===== config.mk =====
export PLATFORM = sky130hd
export DESIGN_NAME = process_scheduler_flat
export DESIGN_NICKNAME = d
export VERILOG_FILES = /design/src/rtl/process_scheduler_pkg.sv /design/src/rtl/process_scheduler_if.sv /design/src/rtl/process_scheduler_pid_table.sv /design/src/rtl/process_scheduler.sv /design/src/flat_wrapper.sv
export SDC_FILE = /design/constraint.sdc
export NUM_CORES = 1
export LEC_CHECK = 0
export ABC_AREA = 1
export BUFFER_PORTS_ARGS = -buffer_cell sky130_fd_sc_hd__clkbuf_2
export CAP_MARGIN = 10
export CORE_ASPECT_RATIO = 1.75
export CORE_MARGIN = 8
export CORE_UTILIZATION = 60
export DETAILED_ROUTE_END_ITERATION = 8
export GPL_ROUTABILITY_DRIVEN = 1
export PLACE_DENSITY = 0.8
export SLEW_MARGIN = 20
export SYNTH_ARGS = -nofsm -noshare
export SYNTH_HDL_FRONTEND = slang
export SYNTH_SLANG_ARGS = --single-unit

===== constraint.sdc =====
create_clock -name clock -period 5.2 [get_ports clock]
set_input_delay 1.3 -clock clock [delete_from_list [all_inputs] [get_ports clock]]
set_output_delay 1.3 -clock clock [all_outputs]
set_load 0.02 [all_outputs]

===== src/rtl/process_scheduler_pkg.sv =====
// Shared definitions for the process scheduler.
//   - scheduler FSM state encoding
//   - default slot count and saved-PC width
//   - pid of the OS kernel slot
package process_scheduler_pkg;

    localparam int unsigned NPROC_DEFAULT = 8;
    localparam int unsigned PCW_DEFAULT   = 32;
    localparam int unsigned OS_PID        = 0;

    typedef enum logic [1:0] {
        StIdle   = 2'd0,
        StSave   = 2'd1,
        StSearch = 2'd2,
        StLoad   = 2'd3
    } state_e;

endpackage


===== src/rtl/process_scheduler_if.sv =====
// Bus between the CPU/timer side (master) and the process scheduler (slave).
//   master drives: cs_req, pc_in, create, create_pid, create_pc, kill, kill_pid
//   slave drives : cur_pid, next_pc, switch_done, busy, idle_os
//   with PROCESS_SCHEDULER_STATS_EN defined the slave also drives
//   switch_count and last_search_len.
interface process_scheduler_if
    import process_scheduler_pkg::*;
#(
    parameter int unsigned NPROC = NPROC_DEFAULT,
    parameter int unsigned PCW   = PCW_DEFAULT
) ();
    localparam int unsigned PIDW = $clog2(NPROC);

    logic            cs_req;
    logic [PCW-1:0]  pc_in;
    logic            create;
    logic [PIDW-1:0] create_pid;
    logic [PCW-1:0]  create_pc;
    logic            kill;
    logic [PIDW-1:0] kill_pid;
    logic [PIDW-1:0] cur_pid;
    logic [PCW-1:0]  next_pc;
    logic            switch_done;
    logic            busy;
    logic            idle_os;
`ifdef PROCESS_SCHEDULER_STATS_EN
    logic [15:0]     switch_count;
    logic [PIDW-1:0] last_search_len;
`endif

    modport master (
`ifdef PROCESS_SCHEDULER_STATS_EN
        input  switch_count,
        input  last_search_len,
`endif
        output cs_req,
        output pc_in,
        output create,
        output create_pid,
        output create_pc,
        output kill,
        output kill_pid,
        input  cur_pid,
        input  next_pc,
        input  switch_done,
        input  busy,
        input  idle_os
    );

    modport slave (
`ifdef PROCESS_SCHEDULER_STATS_EN
        output switch_count,
        output last_search_len,
`endif
        input  cs_req,
        input  pc_in,
        input  create,
        input  create_pid,
        input  create_pc,
        input  kill,
        input  kill_pid,
        output cur_pid,
        output next_pc,
        output switch_done,
        output busy,
        output idle_os
    );

endinterface


===== src/rtl/process_scheduler_pid_table.sv =====
// Per-slot valid bits and saved-PC storage for the process scheduler.
//   clock, reset              : clock, synchronous active-high reset
//   save_en/pid/pc            : PC write from the SAVE state
//   create_en/pid/pc          : PC write + set valid (same write port, create wins)
//   kill_en/pid               : clear valid (wins over create on the same pid)
//   rd_pid -> rd_pc           : combinational read port
//   valid                     : all valid bits
// Slot 0 (OS) can be saved into but never created or killed.
module process_scheduler_pid_table
    import process_scheduler_pkg::*;
#(
    parameter int unsigned NPROC = NPROC_DEFAULT,
    parameter int unsigned PCW   = PCW_DEFAULT
) (
    input  logic                     clock,
    input  logic                     reset,
    input  logic                     save_en,
    input  logic [$clog2(NPROC)-1:0] save_pid,
    input  logic [PCW-1:0]           save_pc,
    input  logic                     create_en,
    input  logic [$clog2(NPROC)-1:0] create_pid,
    input  logic [PCW-1:0]           create_pc,
    input  logic                     kill_en,
    input  logic [$clog2(NPROC)-1:0] kill_pid,
    input  logic [$clog2(NPROC)-1:0] rd_pid,
    output logic [PCW-1:0]           rd_pc,
    output logic [NPROC-1:0]         valid
);
    localparam int unsigned PIDW = $clog2(NPROC);
    localparam logic [PIDW-1:0] OsPid = PIDW'(OS_PID);

    logic [PCW-1:0]   pc_q [NPROC];
    logic [NPROC-1:0] valid_q;
    logic             create_ok;
    logic             kill_ok;

    assign create_ok = create_en && (create_pid != OsPid);
    assign kill_ok   = kill_en && (kill_pid != OsPid);

    // Later non-blocking writes win: create over save, kill over create.
    always_ff @(posedge clock) begin
        if (reset) begin
            valid_q <= '0;
            for (int i = 0; i < int'(NPROC); i++) begin
                pc_q[i] <= '0;
            end
        end else begin
            if (save_en) begin
                pc_q[save_pid] <= save_pc;
            end
            if (create_ok) begin
                pc_q[create_pid]    <= create_pc;
                valid_q[create_pid] <= 1'b1;
            end
            if (kill_ok) begin
                valid_q[kill_pid] <= 1'b0;
            end
        end
    end

    assign rd_pc = pc_q[rd_pid];
    assign valid = valid_q;

endmodule


===== src/rtl/process_scheduler.sv =====
// Round-robin context-switch scheduler.
//   clock, reset : clock, synchronous active-high reset
//   bus (slave)  : cs_req/pc_in switch request, create/kill slot management,
//                  cur_pid/next_pc/switch_done/busy/idle_os results.
// A switch walks IDLE -> SAVE -> SEARCH (one candidate per cycle) -> LOAD.
// Optional: define PROCESS_SCHEDULER_STATS_EN to add switch_count and
// last_search_len on the bus.
module process_scheduler
    import process_scheduler_pkg::*;
#(
    parameter int unsigned NPROC = NPROC_DEFAULT,
    parameter int unsigned PCW   = PCW_DEFAULT
) (
    input logic                 clock,
    input logic                 reset,
    process_scheduler_if.slave  bus
);
    localparam int unsigned PIDW = $clog2(NPROC);
    localparam logic [PIDW-1:0] OsPid     = PIDW'(OS_PID);
    localparam logic [PIDW-1:0] FirstUser = PIDW'(1);
    localparam logic [PIDW-1:0] LastPid   = PIDW'(NPROC - 1);

    state_e          state_q, state_d;
    logic [PCW-1:0]  saved_pc_q, saved_pc_d;
    logic [PIDW-1:0] cand_q, cand_d;
    logic [PIDW-1:0] count_q, count_d;
    logic [PIDW-1:0] cur_pid_q, cur_pid_d;
    logic [PCW-1:0]  next_pc_q, next_pc_d;
    logic            idle_os_q, idle_os_d;

    logic [NPROC-1:0] valid;
    logic [PCW-1:0]   rd_pc;
    logic [PIDW-1:0]  rd_pid;
    logic             cand_valid;
    logic             save_en;

    // Round-robin successor over user slots; pid 0 is never a candidate.
    function automatic logic [PIDW-1:0] next_pid(input logic [PIDW-1:0] pid);
        return (pid == LastPid) ? FirstUser : pid + FirstUser;
    endfunction

    assign cand_valid = valid[cand_q];
    // Read the candidate when it is valid, else the OS slot for exhaustion.
    assign rd_pid     = cand_valid ? cand_q : OsPid;
    // A killed current process has nothing worth saving.
    assign save_en    = (state_q == StSave) && (valid[cur_pid_q] || (cur_pid_q == OsPid));

    process_scheduler_pid_table #(
        .NPROC (NPROC),
        .PCW   (PCW)
    ) u_pid_table (
        .clock      (clock),
        .reset      (reset),
        .save_en    (save_en),
        .save_pid   (cur_pid_q),
        .save_pc    (saved_pc_q),
        .create_en  (bus.create),
        .create_pid (bus.create_pid),
        .create_pc  (bus.create_pc),
        .kill_en    (bus.kill),
        .kill_pid   (bus.kill_pid),
        .rd_pid     (rd_pid),
        .rd_pc      (rd_pc),
        .valid      (valid)
    );

    always_comb begin
        state_d    = state_q;
        saved_pc_d = saved_pc_q;
        cand_d     = cand_q;
        count_d    = count_q;
        cur_pid_d  = cur_pid_q;
        next_pc_d  = next_pc_q;
        idle_os_d  = idle_os_q;
        unique case (state_q)
            StIdle: begin
                if (bus.cs_req) begin
                    saved_pc_d = bus.pc_in;
                    state_d    = StSave;
                end
            end
            StSave: begin
                cand_d  = next_pid(cur_pid_q);
                count_d = FirstUser;
                state_d = StSearch;
            end
            StSearch: begin
                // A valid candidate beats exhaustion on the last examined slot.
                if (cand_valid || (count_q == LastPid)) begin
                    cur_pid_d = rd_pid;
                    next_pc_d = rd_pc;
                    idle_os_d = !cand_valid;
                    state_d   = StLoad;
                end else begin
                    cand_d  = next_pid(cand_q);
                    count_d = count_q + FirstUser;
                end
            end
            StLoad: begin
                state_d = StIdle;
            end
            default: begin
                state_d = StIdle;
            end
        endcase
    end

    always_ff @(posedge clock) begin
        if (reset) begin
            state_q    <= StIdle;
            saved_pc_q <= '0;
            cand_q     <= '0;
            count_q    <= '0;
            cur_pid_q  <= OsPid;
            next_pc_q  <= '0;
            idle_os_q  <= 1'b1;
        end else begin
            state_q    <= state_d;
            saved_pc_q <= saved_pc_d;
            cand_q     <= cand_d;
            count_q    <= count_d;
            cur_pid_q  <= cur_pid_d;
            next_pc_q  <= next_pc_d;
            idle_os_q  <= idle_os_d;
        end
    end

    assign bus.cur_pid     = cur_pid_q;
    assign bus.next_pc     = next_pc_q;
    assign bus.switch_done = (state_q == StLoad);
    assign bus.busy        = (state_q != StIdle);
    assign bus.idle_os     = idle_os_q;

`ifdef PROCESS_SCHEDULER_STATS_EN
    logic [15:0]     switch_count_q;
    logic [PIDW-1:0] last_len_q;

    always_ff @(posedge clock) begin
        if (reset) begin
            switch_count_q <= '0;
            last_len_q     <= '0;
        end else begin
            if (state_q == StLoad) begin
                switch_count_q <= switch_count_q + 16'd1;
            end
            if ((state_q == StSearch) && (state_d == StLoad)) begin
                last_len_q <= count_q;
            end
        end
    end

    assign bus.switch_count    = switch_count_q;
    assign bus.last_search_len = last_len_q;
`endif

endmodule


===== src/flat_wrapper.sv =====
// flat-port wrapper written by rule: the top's interface ports become plain ports
module process_scheduler_flat import process_scheduler_pkg::*;
#(
    parameter int unsigned NPROC = NPROC_DEFAULT,
    parameter int unsigned PCW   = PCW_DEFAULT
)
  (clock, reset, bus_cs_req, bus_pc_in, bus_create, bus_create_pid, bus_create_pc, bus_kill, bus_kill_pid, bus_cur_pid, bus_next_pc, bus_switch_done, bus_busy, bus_idle_os);
  process_scheduler_if #(.NPROC(NPROC), .PCW(PCW)) bus_i ();
  input logic clock;
  input logic reset;
  input wire logic [$bits(bus_i.cs_req)-1:0] bus_cs_req;
  input wire logic [$bits(bus_i.pc_in)-1:0] bus_pc_in;
  input wire logic [$bits(bus_i.create)-1:0] bus_create;
  input wire logic [$bits(bus_i.create_pid)-1:0] bus_create_pid;
  input wire logic [$bits(bus_i.create_pc)-1:0] bus_create_pc;
  input wire logic [$bits(bus_i.kill)-1:0] bus_kill;
  input wire logic [$bits(bus_i.kill_pid)-1:0] bus_kill_pid;
  output wire logic [$bits(bus_i.cur_pid)-1:0] bus_cur_pid;
  output wire logic [$bits(bus_i.next_pc)-1:0] bus_next_pc;
  output wire logic [$bits(bus_i.switch_done)-1:0] bus_switch_done;
  output wire logic [$bits(bus_i.busy)-1:0] bus_busy;
  output wire logic [$bits(bus_i.idle_os)-1:0] bus_idle_os;
  assign bus_i.cs_req = bus_cs_req;
  assign bus_i.pc_in = bus_pc_in;
  assign bus_i.create = bus_create;
  assign bus_i.create_pid = bus_create_pid;
  assign bus_i.create_pc = bus_create_pc;
  assign bus_i.kill = bus_kill;
  assign bus_i.kill_pid = bus_kill_pid;
  assign bus_cur_pid = bus_i.cur_pid;
  assign bus_next_pc = bus_i.next_pc;
  assign bus_switch_done = bus_i.switch_done;
  assign bus_busy = bus_i.busy;
  assign bus_idle_os = bus_i.idle_os;
  process_scheduler #(.NPROC(NPROC), .PCW(PCW)) u_core (.clock(clock), .reset(reset), .bus(bus_i));
endmodule

# Yosys cells after proc, flatten, opt, wreduce, memory -nomap -nowiden

Memories as Yosys holds them, arrays and structs flattened. A register that Yosys moved wholly into a read port is not among the register bits.
Cells that the tools add are included.

Register bits after elaboration: 52
Bits in read-only memories: 0
Word-level logic and storage cells: 84
Output and inout port bits: 38
Memories kept: 1
Memory bits (writable): 256
Input port bits: 75
Latch bits: 0

Memory list:

| memory                  | depth | width | read ports | clocked after Yosys merged registers in | write ports | line                              | RTL |
|---|---|---|---|---|---|---|---|
| u_core.u_pid_table.pc_q | 8     | 32    | 1          | 1                                       | 8           | process_scheduler_pid_table.sv:32 | `logic [PCW-1:0] pc_q [NPROC];` |

Eq/ne operators: 9
$add $sub $neg: 3
Bitwise logic cells: 3
Shift-type cells: 0
Mux-type cells: 35
Reductions and logical operators: 20
Order comparisons: 6
Multiply operators: 0
Div/mod/pow operators: 0

Operator list:

| cell                                                                                | count |
|---|---|
| 32-bit two-way mux                                                                  | 2 |
| 32-bit OR reduction                                                                 | 2 |
| 8-bit two-way mux                                                                   | 3 |
| 3-bit two-way mux                                                                   | 7 |
| 3-bit by 4-bit less-than comparator with 1-bit output, second input constant        | 4 |
| 1-bit two-way mux                                                                   | 14 |
| 3-bit one-hot mux with 2 select lines                                               | 2 |
| 3-bit by 1-bit adder with 3-bit output, second input constant                       | 3 |
| 3-bit equality test, second input constant                                          | 3 |
| 8-bit AND                                                                           | 1 |
| 8-bit inverter                                                                      | 1 |
| 8-bit bitwise OR                                                                    | 1 |
| 2-bit one-hot mux with 4 select lines                                               | 1 |
| 2-bit AND reduction                                                                 | 4 |
| 1-bit binary-select mux with 3-bit select                                           | 2 |
| 1-bit demux with 3-bit select                                                       | 2 |
| 3-bit by 1-bit greater-or-equal comparator with 1-bit output, second input constant | 2 |
| 3-bit nonzero test                                                                  | 2 |
| 1-bit logical AND                                                                   | 5 |
| 2-bit equality test, second input constant                                          | 2 |
| 2-bit two-way mux                                                                   | 2 |
| 2-bit != test, second input constant                                                | 2 |
| 2-bit nonzero test                                                                  | 2 |
| 3-bit logical NOT                                                                   | 1 |
| 5 further kinds                                                                     | 6 |

# Depth between registers and ports, before layout

Depth after elaboration: 9
Mapped depth: 16
Gate-level depth less buffers: 14

# By module

A second synthesis with hierarchy kept.

Cell total of the unflattened synthesis: 2,452
Area total of the unflattened synthesis: 18,217.5 um2

By module, submodules not included:

| module                      | cells each | sequential area each (um2) | instances | area each (um2) |
|---|---|---|---|---|
| process_scheduler_pid_table | 2,039      | 7,847.5                    | 1         | 15,135.8 |
| process_scheduler           | 413        | 1,521.5                    | 1         | 3,081.7 |

# Worst setup path before layout

Ideal clock, no wire load.

Path kind: input -> register
Start: in reset
End: mem u_core.u_pid_table.pc_q[1][0] (netlist bit) (enable)
Required time: 4.639 ns
Setup time: 0.561 ns
Buffers on the path: 2
Arrival: 2.944 ns
Stages: 5
Path slack: 1.695 ns
Cells stage by stage: clkbuf_1 inv_2 nand2_1 clkbuf_1 nand3_1

RTL lines:

| what            | line                              | RTL |
|---|---|---|
| start, declared | flat_wrapper.sv:10                | `input logic reset;` |
| end, declared   | process_scheduler_pid_table.sv:32 |  |

# Final worst setup path

Start: reg u_core.cand_q[0]
End: reg u_core.next_pc_q[14], in the netlist u_core.bus.next_pc[14] (read register of u_core.u_pid_table.pc_q)

Word-level cells in the longest chain between the ends: 4
Elaborated cells on any way between the ends: 5
Those cells by class: 3 x mux; 2 x reduce/logical

Ends and longest elaborated chain:

| what                                      | line                     | RTL |
|---|---|---|
| start, declared                           | process_scheduler.sv:25  | `logic [PIDW-1:0] cand_q, cand_d;` |
| start signal, assigned                    | process_scheduler.sv:120 | `cand_q <= cand_d;` |
| 1-bit binary-select mux with 3-bit select | process_scheduler.sv:42  | `assign cand_valid = valid[cand_q];` |
| 1-bit two-way mux (implied by the code)   | process_scheduler.sv:42  |  |
| 1-bit logical OR                          | process_scheduler.sv:89  | `if (cand_valid \|\| (count_q == LastPid)) begin` |
| 2-bit AND reduction (no line)             | --                       |  |
| end, declared                             | process_scheduler.sv:28  | `logic [PCW-1:0] next_pc_q, next_pc_d;` |

Several ways; a longest one is shown, not always the timed one. The select of a mux whose other input is x is not followed.
A chain may end at the register's enable or synchronous reset.

==> impl_metrics.toml <==
[routing]
drt_iter0_drc = 2203
routed_via_density = 6.17
firstDrtPassIters = 6
wl_per_cell_um = 21.5
drc_errors = 0
antenna_left = 0
finalWirelength_mm = 56.3
vias = 16205

[flow_run]
maxCapViolations = 0

[floorplanning]
die_y_um = 244
dieWidth_um = 146
placeableCoreArea_um2 = 29300
boundaryPins = 113
rows = 83
start_util_pct = 60.6
dieArea_um2 = 35600

[yosys]
synth-compound-area-share_pct = 10.9
synth_cell_types = 29
synthArstFlopShare_pct = 0
syn_nets = 2292
synth_top_cell_by_area = "edfxtp_1"
synth_cells = 2205
synth_common_cells = "nand2_1 (742), o21ai_0 (268), edfxtp_1 (256)"
yosysMostFrequentCell = "nand2_1"
synth_edf_count = 256
yosys_warnings = 0
seq_area_frac_synth_pct = 52.8
synthXorXnorAreaFrac_pct = 0
synth_flop_cell = "edfxtp_1"
synth_top_family_by_area = "simple AND/OR/NAND/NOR gates"
synth_fa_ha_area_share_pct = 0.845
syn_area_um2 = 17800
synthMuxAreaShare_pct = 0
synth_top_cells_by_area = "edfxtp_1 (43%), nand2_1 (16%), dfxtp_1 (9.5%), o21ai_0 (7.6%), nand3_1 (7.0%)"
synth.avg_cell_area_um2 = 8.05
synth_top_cell_area_share_pct = 43.3
synth_simple_gate_area_share_pct = 26.6
yosys_register_bits = 340

[placement]
io_buffer_count = 112
dp_cells = 2569
dpl_worst_slack_ps = 1450
dpl.hpwl_mm = 32.7
routabilityCongestion = 0.870

[setup_path]
crit_fanout = 74
worst_setup_path_start_kind = "flip-flop"
rr_worst_depth = 14
crit_start = "u_core.cand_q[0]"
criticalPathCategory = "flip-flop to flip-flop"
endpoint_kind = "flip-flop"
reg2reg_from = "u_core.cand_q[0]"
cp.required_ps = 5690
regToRegSetupSlack_ps = 1320
worst_ep_arrival_time_ps = 4370
r2r-end = "u_core.bus.next_pc[14]"

[final_layout]
area_growth_pct = 9.08
fin_nets = 2307
final_cells = 2626
fill_cells = 2449
layout-drive-gt1-share_pct = 13.1
utilization_pct = 66.2
antenna_cells = 0

[global_route]
antenna_found_initial = 2
grt_start_max_net_pins = 96
grt_pass1_vias = 15850
grt_pass1_wl_mm = 86.3
overflow = 0
grt_usage_pct = 31.0

[cts]
hold_buffers = 0
clk_pin_slew_worst_paths_ps = 70
cts_sinks = 340
cts_buffer_depth = 3
cts_resized = 0
cts_buffers = 31
postCtsSetupBuffers = 0
cts_tree = "done"
h-tree-depth = 1
clock_latency_ps = 590
cts_root_buf = "clkbuf_16"

[min_path]
hp-start = "u_core.u_pid_table.valid[0]"
hp-class = "flip-flop to flip-flop"
holdPathEnd = "u_core.u_pid_table.valid[0]"
holdPathStages = 2

[sta]
hold_viol_final = 0
slew_headroom_pct = 28.1
setup-tns-final_ps = 0
timing.fmax_mhz = 258
slew_violations = 0
fin_hold_ws_ps = 456
worstMarginPinSlew_ps = 1080
setup_viol = 0
finalCritPeriodShare_pct = 74.7
min_period_ps = 3880
skew_ps = 13.1
setup_ws_ps = 1320
grt_setup_unrepaired = "no"

[power]
ir_drop_mv = 0.276
cellPowerDensity_nw_per_um2 = 393
p_leak_nw = 8.06

[status]
status = "finished, final reports clean"
## worst max path at each step
stage                               endpoint  slack (ps)  depth (start not counted)
3_3_place_gp          u_core.bus.next_pc[16]        1470                         14
6_report              u_core.bus.next_pc[14]        1320                         14
3_5_place_dp          u_core.bus.next_pc[16]        1450                         14
5_1_grt               u_core.bus.next_pc[16]        1090                         14
2_1_floorplan  u_core.u_pid_table.pc_q[1][0]        1700                          5
4_1_cts               u_core.bus.next_pc[16]        1430                         14
## where the power goes
group	total, W	leakage, nW	switching (W)	internal, W
Clock	0.00227	0.481	0.00104	0.00123
Sequential	0.00348	3.35	0.000321	0.00316
Combinational	0.00187	4.23	0.00131	0.000556
## metrics by stage
step                power (W)  cell area [um^2]
finish                0.00761             19400
global route          0.00791             19400
CTS                   0.00756             19400
detailed placement    0.00535             18400
global placement      0.00529             18400
floorplan             0.00484             17800
## logic make-up after synthesis
group / Yosys count
fa+ha+maj: 12
compound gates: 353
flops: 340
buf+inv: 379
simple gates: 1121
## layout by cell type, fill, tap and decap left out, types with 3 or more instances in the layout
cell type and n:
clkbuf_1 5, clkinv_1 6, ha_1 12, o2111ai_1 32
inv_1 195, nor2_1 48, nand3_2 7, nand3_1 244
o221a_2 4, buf_4 50, clkbuf_2 112, nor3_1 9
edfxtp_1 256, clkinv_2 5, nand2_1 741, clkbuf_16 31
o21ai_0 268, or2_2 64, dfxtp_1 83, inv_2 3
nand2_2 4, a21oi_1 42, clkbuf_8 6
## state kept, by name, summed over array words and instances (netlist names)
register,count
u_core.u_pid_table.valid,8
u_core.state_q,2
u_core.bus.next_pc,32
u_core.count_q,3
u_core.saved_pc_q,32
u_core.u_pid_table.pc_q,256
u_core.bus.idle_os,1
u_core.bus.cur_pid,3
u_core.cand_q,3
## final cells by class
cell class	count	area, um^2	area share, %
well taps	382	478	2.47
clock inverters	15	109	0.562
multi-input cells	1486	6840	35.3
repair buffers	163	956	4.93
inverters	198	743	3.84
clock buffers	42	877	4.53
flip-flops and latches	340	9370	48.4
## critical path, stage by stage (launching register included)
cell and delay (ps):
dfxtp_4 890, inv_2 330, nand2_1 130, nand3_1 70, nand3b_1 180, nand2_4 320
nand2_2 610, buf_4 620, nand2_1 110, nand3_1 120, nand2_1 100, nand2_1 70
nand3_1 70, nand2_1 70, inv_1 40
## metal layers
layer / share of wire (%) / track usage, % / vias up
met2: 49 / 53.5 / 1113
li1: - / - / 7275
met3: 11 / 5.77 / 304
met1: 33 / 33.9 / 7509
met5: 0.048 / 0 / -
met4: 7.0 / 21.6 / 4
(Power assumes the default switching activity.)
